[src/rtl/lift_request_panel.sv]
`default_nettype none
// +-----------------------------------------------------------------------------+
// | lift_request_panel: button sync/debounce, sticky requests, floor decode     |
// | Revision: 1.0                                                               |
// +-----------------------------------------------------------------------------+
module lift_request_panel #(
  parameter int N_FLOORS   = 7,
  parameter int DEB_CYCLES = 4,
  parameter int FLOOR_W    = 3
) (
  input  logic                clk,
  input  logic                reset_n,
  input  logic [N_FLOORS-1:0] raw_up,
  input  logic [N_FLOORS-1:0] raw_down,
  input  logic [N_FLOORS-1:0] raw_inside,
  input  logic [N_FLOORS-1:0] reset_up,
  input  logic [N_FLOORS-1:0] reset_down,
  input  logic [N_FLOORS-1:0] reset_inside_button,
  input  logic [N_FLOORS-1:0] present_floor,
  output logic [N_FLOORS-1:0] up_button,
  output logic [N_FLOORS-1:0] down_button,
  output logic [N_FLOORS-1:0] inside_button,
  output logic [FLOOR_W-1:0]  floor_num,
  output logic                floor_valid,
  output logic                floor_change
);

  localparam int NCH   = 3 * N_FLOORS;
  localparam int CNT_W = $clog2(DEB_CYCLES + 1);

  localparam logic [0:0] STABLE_LO = 1'b0;
  localparam logic [0:0] STABLE_HI = 1'b1;

  localparam logic [CNT_W-1:0]    CNT_LAST  = CNT_W'(DEB_CYCLES - 1);
  localparam logic [N_FLOORS-1:0] UP_MASK   = ~(N_FLOORS'(1) << (N_FLOORS - 1));
  localparam logic [N_FLOORS-1:0] DOWN_MASK = ~N_FLOORS'(1);

  logic [NCH-1:0] raw_all;
  logic [NCH-1:0] clr_all;
  logic [NCH-1:0] req_all;

  assign raw_all = {raw_inside, raw_down, raw_up};
  assign clr_all = {reset_inside_button, reset_down, reset_up};

  generate
    for (genvar k = 0; k < NCH; k++) begin : g_chan
      logic             sync1;
      logic             sync2;
      logic [0:0]       state;
      logic [CNT_W-1:0] cnt;
      logic             req;
      logic             mismatch;
      logic             flip;
      logic             press;

      assign mismatch = (sync2 != (state == STABLE_HI));
      assign flip     = mismatch && (cnt == CNT_LAST);
      // The press is taken from the switching cycle so the request lands on the same edge as deb.
      assign press    = flip && (state == STABLE_LO);

      always_ff @(posedge clk or negedge reset_n) begin
        if (!reset_n) begin
          sync1 <= 1'b0;
          sync2 <= 1'b0;
          state <= STABLE_LO;
          cnt   <= '0;
          req   <= 1'b0;
        end else begin
          sync1 <= raw_all[k];
          sync2 <= sync1;
          if (!mismatch) begin
            cnt <= '0;
          end else if (flip) begin
            cnt   <= '0;
            state <= (state == STABLE_LO) ? STABLE_HI : STABLE_LO;
          end else begin
            cnt <= cnt + 1'b1;
          end
          if (clr_all[k]) begin
            req <= 1'b0;
          end else if (press) begin
            req <= 1'b1;
          end
        end
      end

      assign req_all[k] = req;
    end
  endgenerate

  // No up call exists at the top floor and no down call at the ground floor.
  assign up_button     = req_all[N_FLOORS-1:0] & UP_MASK;
  assign down_button   = req_all[2*N_FLOORS-1:N_FLOORS] & DOWN_MASK;
  assign inside_button = req_all[3*N_FLOORS-1:2*N_FLOORS];

  logic               onehot;
  logic [FLOOR_W-1:0] idx;
  logic               seen_valid;

  always_comb begin
    onehot = (present_floor != '0) &&
             ((present_floor & (present_floor - N_FLOORS'(1))) == '0);
    idx = '0;
    for (int i = 0; i < N_FLOORS; i++) begin
      if (present_floor[i]) begin
        idx = FLOOR_W'(i);
      end
    end
  end

  always_ff @(posedge clk or negedge reset_n) begin
    if (!reset_n) begin
      floor_num    <= '0;
      floor_valid  <= 1'b0;
      floor_change <= 1'b0;
      seen_valid   <= 1'b0;
    end else begin
      floor_valid  <= onehot;
      floor_change <= onehot && (!seen_valid || (idx != floor_num));
      if (onehot) begin
        floor_num  <= idx;
        seen_valid <= 1'b1;
      end
    end
  end

endmodule
`default_nettype wire

[config.mk]
export PLATFORM = sky130hd
export DESIGN_NAME = lift_request_panel
export DESIGN_NICKNAME = d
export VERILOG_FILES = /design/src/rtl/lift_request_panel.sv
export SDC_FILE = /design/constraint.sdc
export NUM_CORES = 1
export LEC_CHECK = 0
export CELL_PAD_IN_SITES_DETAIL_PLACEMENT = 1
export CELL_PAD_IN_SITES_GLOBAL_PLACEMENT = 1
export CORE_UTILIZATION = 43
export CTS_CLUSTER_SIZE = 10
export DETAILED_ROUTE_END_ITERATION = 16
export PLACE_DENSITY_LB_ADDON = 0.08
export REMOVE_ABC_BUFFERS = 1
export SYNTH_ARGS = -nofsm -noshare
export SYNTH_HDL_FRONTEND = slang
export SYNTH_SLANG_ARGS = --single-unit
export TNS_END_PERCENT = 5
[constraint.sdc]
create_clock -name clk -period 1.6 [get_ports clk]
set_input_delay 0.24 -clock clk [delete_from_list [all_inputs] [get_ports clk]]
set_output_delay 0.24 -clock clk [all_outputs]
set_load 0.005 [all_outputs]
==> impl.org <==
** Setup path
- Class of the most critical setup path :: in2reg
- CP Cell Sequence :: clkdlybuf4s50_1 > buf_4 > or4_1 > a21oi_2 > a311oi_1 > o31a_2
- In this design, the largest share of critical-path delay is due to buffers and inverters.
- Together, buffers and inverters on the worst path number 2.
- Biggest fanout along the worst timing path :: 6
- The largest single stage delay on the critical path is 0.50 ns.
- Logic depth of the worst setup path including buffers :: 6
- Kind of start point of the critical path :: input pin
- Data on the critical path arrives at its endpoint at 1.84 ns.
- R2r worst-path depth :: 5
- The worst setup path is captured at a register.
- For this design, the slowest cell found on the critical path is or4_1.
- Data on the critical path is required at its endpoint by 1.89 ns.

** Floorplanning
- Chip Height :: 112 um
- The floorplan has 39 rows.
- Die span in x :: 112 um
- 77 I/O pins were placed.
- Die area :: 12600 um^2
- The floorplan step defined a core boundary enclosing 11700 um^2.
- For this configuration, the core starts out at a cell density of 45.0%.

** Global routing
- The via count of the first global-routing pass was 3670.
- Entering global routing, the biggest net connects 40 pins.
- After global routing the overflow that remains totals 0.
- Global Route Usage Sum :: 17.2%
- Initial antenna violation count :: 1
- The first global-routing pass estimated 16700 um of wire.

** Synthesis
- Synthesis instantiated 34 different standard cells from the library.
- In this run the biggest area consumer among cell types represents 66.3% of the synthesized area.
- During synthesis, Yosys emitted a total of 0 warnings.
- Synthesis-stage register bit count :: 139
- The biggest area contributor in the post-synthesis netlist is dfrtp_1.
- Sorting the synthesized cells by area gives the leading types as dfrtp_1 66%, nor3b_1 5.0%, ha_1 4.5%.
- Sequential cells were found to cover 66.3% of the synthesized design area.
- Post-synthesis instance total :: 404
- A synthesized cell averages 13.0 um^2.
- Synthesized cell area :: 5250 um^2

** Drt
- Wire length after detailed routing :: 9140 um
- Antenna Nets Post-Route :: 0
- After detailed routing, the number of vias per cell comes to 5.00.
- In the routed design, unresolved DRC markers number 0.
- The routed layout has 3202 vias.
- Iter 0 DRT Violations :: 176
- Routed len/inst :: 14.3 um
- Number of optimization iterations in the first detailed-route pass :: 4

** Timing
- For this run, the top clock speed supported by timing is 643 MHz.
- Setup violations remaining at the end of the flow were counted as 0.
- Sum of negative setup slack :: 0 ns
- The max-slew violation count came to 0.
- RSZ-0062 raised after global routing :: no
- Final worst path period share :: 97.1%
- After layout, the worst setup slack is 0.0459 ns.
- Clock Skews :: 0.00584 ns
- Final Hold Viols :: 0
- Post-layout minimum cycle time :: 1.55 ns

** Clock network
- In this run the deepest clock path goes through 2 buffers.
- The later pin in the worst-skew pair is clocked with a latency of 0.41 ns.
- Total number of clock tree sinks :: 139
- After clock tree synthesis, the clock-pin slew on the worst setup and hold paths is 0.05 ns.
- CTS tree :: yes
- H-tree Lvls :: 4
- In this run, CTS created clock tree buffers numbering 17.
- The tree is rooted in a clkbuf_16.

** Cells and area
- In the final layout, the share of cells above drive strength 1 is 10.7%.
- The library cells used most frequently in the layout, excluding fill and tap cells, are 139 x dfrtp_1, 60 x clkdlybuf4s50_1, 35 x nor3b_1.
- The library cell used most frequently in the layout, excluding fill and tap cells, is dfrtp_1.
- Finished Cell Area :: 6660 um^2
- From synthesis to final layout, the design area changed by 27.0%.
- Final Instance Count excl. Fillers :: 640
- Antenna cell count :: 0
- At the end of the flow, the number of nets in the layout was 558.

** Power
- Worst-case vdd ir drop :: 880 uV
- Leakage :: 0.00306 uW
- Power per cell area :: 1510 nW/um^2

** Placement
- At the end of routability-driven placement, the weighted congestion stood at 0.744.
- Half-perimeter wire length after placement :: 6500 um
- In this run, placement finished with an instance count of 610.
- At the placement stage, the worst setup path has a slack of -0.593 ns.
- # port buffers :: 70
- Once placement finished, the instance area stood at 6100 um^2.

** Min path
- Along the worst hold path, the cell count comes to 1.
- Worst min-delay path class :: in2reg

** Flow run
- The tool flagged a number of max-cap violations equal to 0.

** Status
- The flow ran to the end, and the final reports show no timing, DRC or antenna violations.
-- per-layer routing --
metal	global-route usage [%]	vias to the layer above	wire, um
met4	7.20	2	114
li1	-	1519	-
met2	28.2	62	4540
met5	0	-	13
met1	20.4	1607	3970
met3	6.53	12	504
-- logic make-up after synthesis --
group	synth area share, %
other cells	0.0715
fa+ha+maj	4.72
buf+inv	4.60
flops	66.3
simple gates	14.6
compound gates	5.60
xor+xnor	3.51
mux	0.572
-- worst register-to-register path, stage by stage, from the launching register on --
cell and delay [ns]:
dfrtp_1 0.39, buf_4 0.14, or3_2 0.41, a21oi_2 0.13
a311oi_1 0.06, o31a_2 0.29
-- area by class of cell --
cell class                      count  area [um^2]
Timing Repair Buffer               86          846
Clock inverter                      1         5.00
Fill cell                        1174         5000
Inverter                           21         78.8
Multi-Input combinational cell    223         1530
Tap cell                          143          179
Sequential cell                   139         3480
Clock buffer                       27          543
-- state kept, by name (all words and copies together), names as in the netlist --
register,cells
floor_num,3
g_chan.sync2,19
floor_valid,1
g_chan.cnt,57
seen_valid,1
g_chan.sync1,19
floor_change,1
g_chan.state,19
g_chan.req,19
-- synthesized netlist by cell type --
cell type	n
a21oi_1	2
a221oi_1	1
a311oi_1	1
a31oi_1	20
and3_1	1
and3_2	1
buf_2	1
buf_4	21
conb_1	1
dfrtp_1	139
ha_1	19
inv_1	21
maj3_1	1
mux2_4	2
nand2_1	20
nand2b_1	2
nor2_1	21
nor2_2	1
nor2b_1	22
nor3_1	19
nor3b_1	35
nor4_2	1
nor4_4	1
nor4b_1	1
nor4b_2	1
o21ai_0	22
o31a_2	1
o41a_4	1
or2_1	1
or3_1	1
or3_2	1
or4_1	1
xnor2_1	20
xor2_1	1
-- repair_timing --
| action | CTS | global route |
|---|---|---|
| setup endpoints to repair | 6 | 2 |
| pin swaps | 1 | 1 |
| resized for setup | 8 | 3 |
| hold buffers | 1 | 0 |
| setup buffers | 1 | 0 |
| endpoints found under the hold margin | 34 | 0 |
-- worst paths after layout --
check / start / endpoint / slack, ns
min in group asynchronous: reset_n / g_chan[8].sync2 / 0.31
setup reg to reg: floor_num[1] / floor_change / 0.06
max in group asynchronous: reset_n / g_chan[1].cnt[1] / 0.71
hold reg to reg: g_chan[9].sync1 / g_chan[9].sync2 / 0.35
setup / recovery: present_floor[4] / floor_change / 0.05
hold / removal: raw_inside[4] / g_chan[18].sync1 / 0.27
-- where the power goes --
group | total, uW | switching, uW | internal (uW) | leakage [uW]
clock | 3560 | 1280 | 2270 | 0.000273
sequential | 4640 | 406 | 4230 | 0.00178
combinational | 1890 | 922 | 966 | 0.00101
total | 10100 | 2610 | 7480 | 0.00306
-- per-stage QoR --
step                      hold slack [ns]  power, uW  utilization (%)
final                               0.270      10100             57.1
after global routing                0.253      10800             57.1
after CTS                           0.249      10300             57.1
after detailed placement            0.174       6630             52.3
after global placement              0.176       6420             52.3
after floorplan                   -0.0556       5840                -
Power figures use the tool's default switching activity.
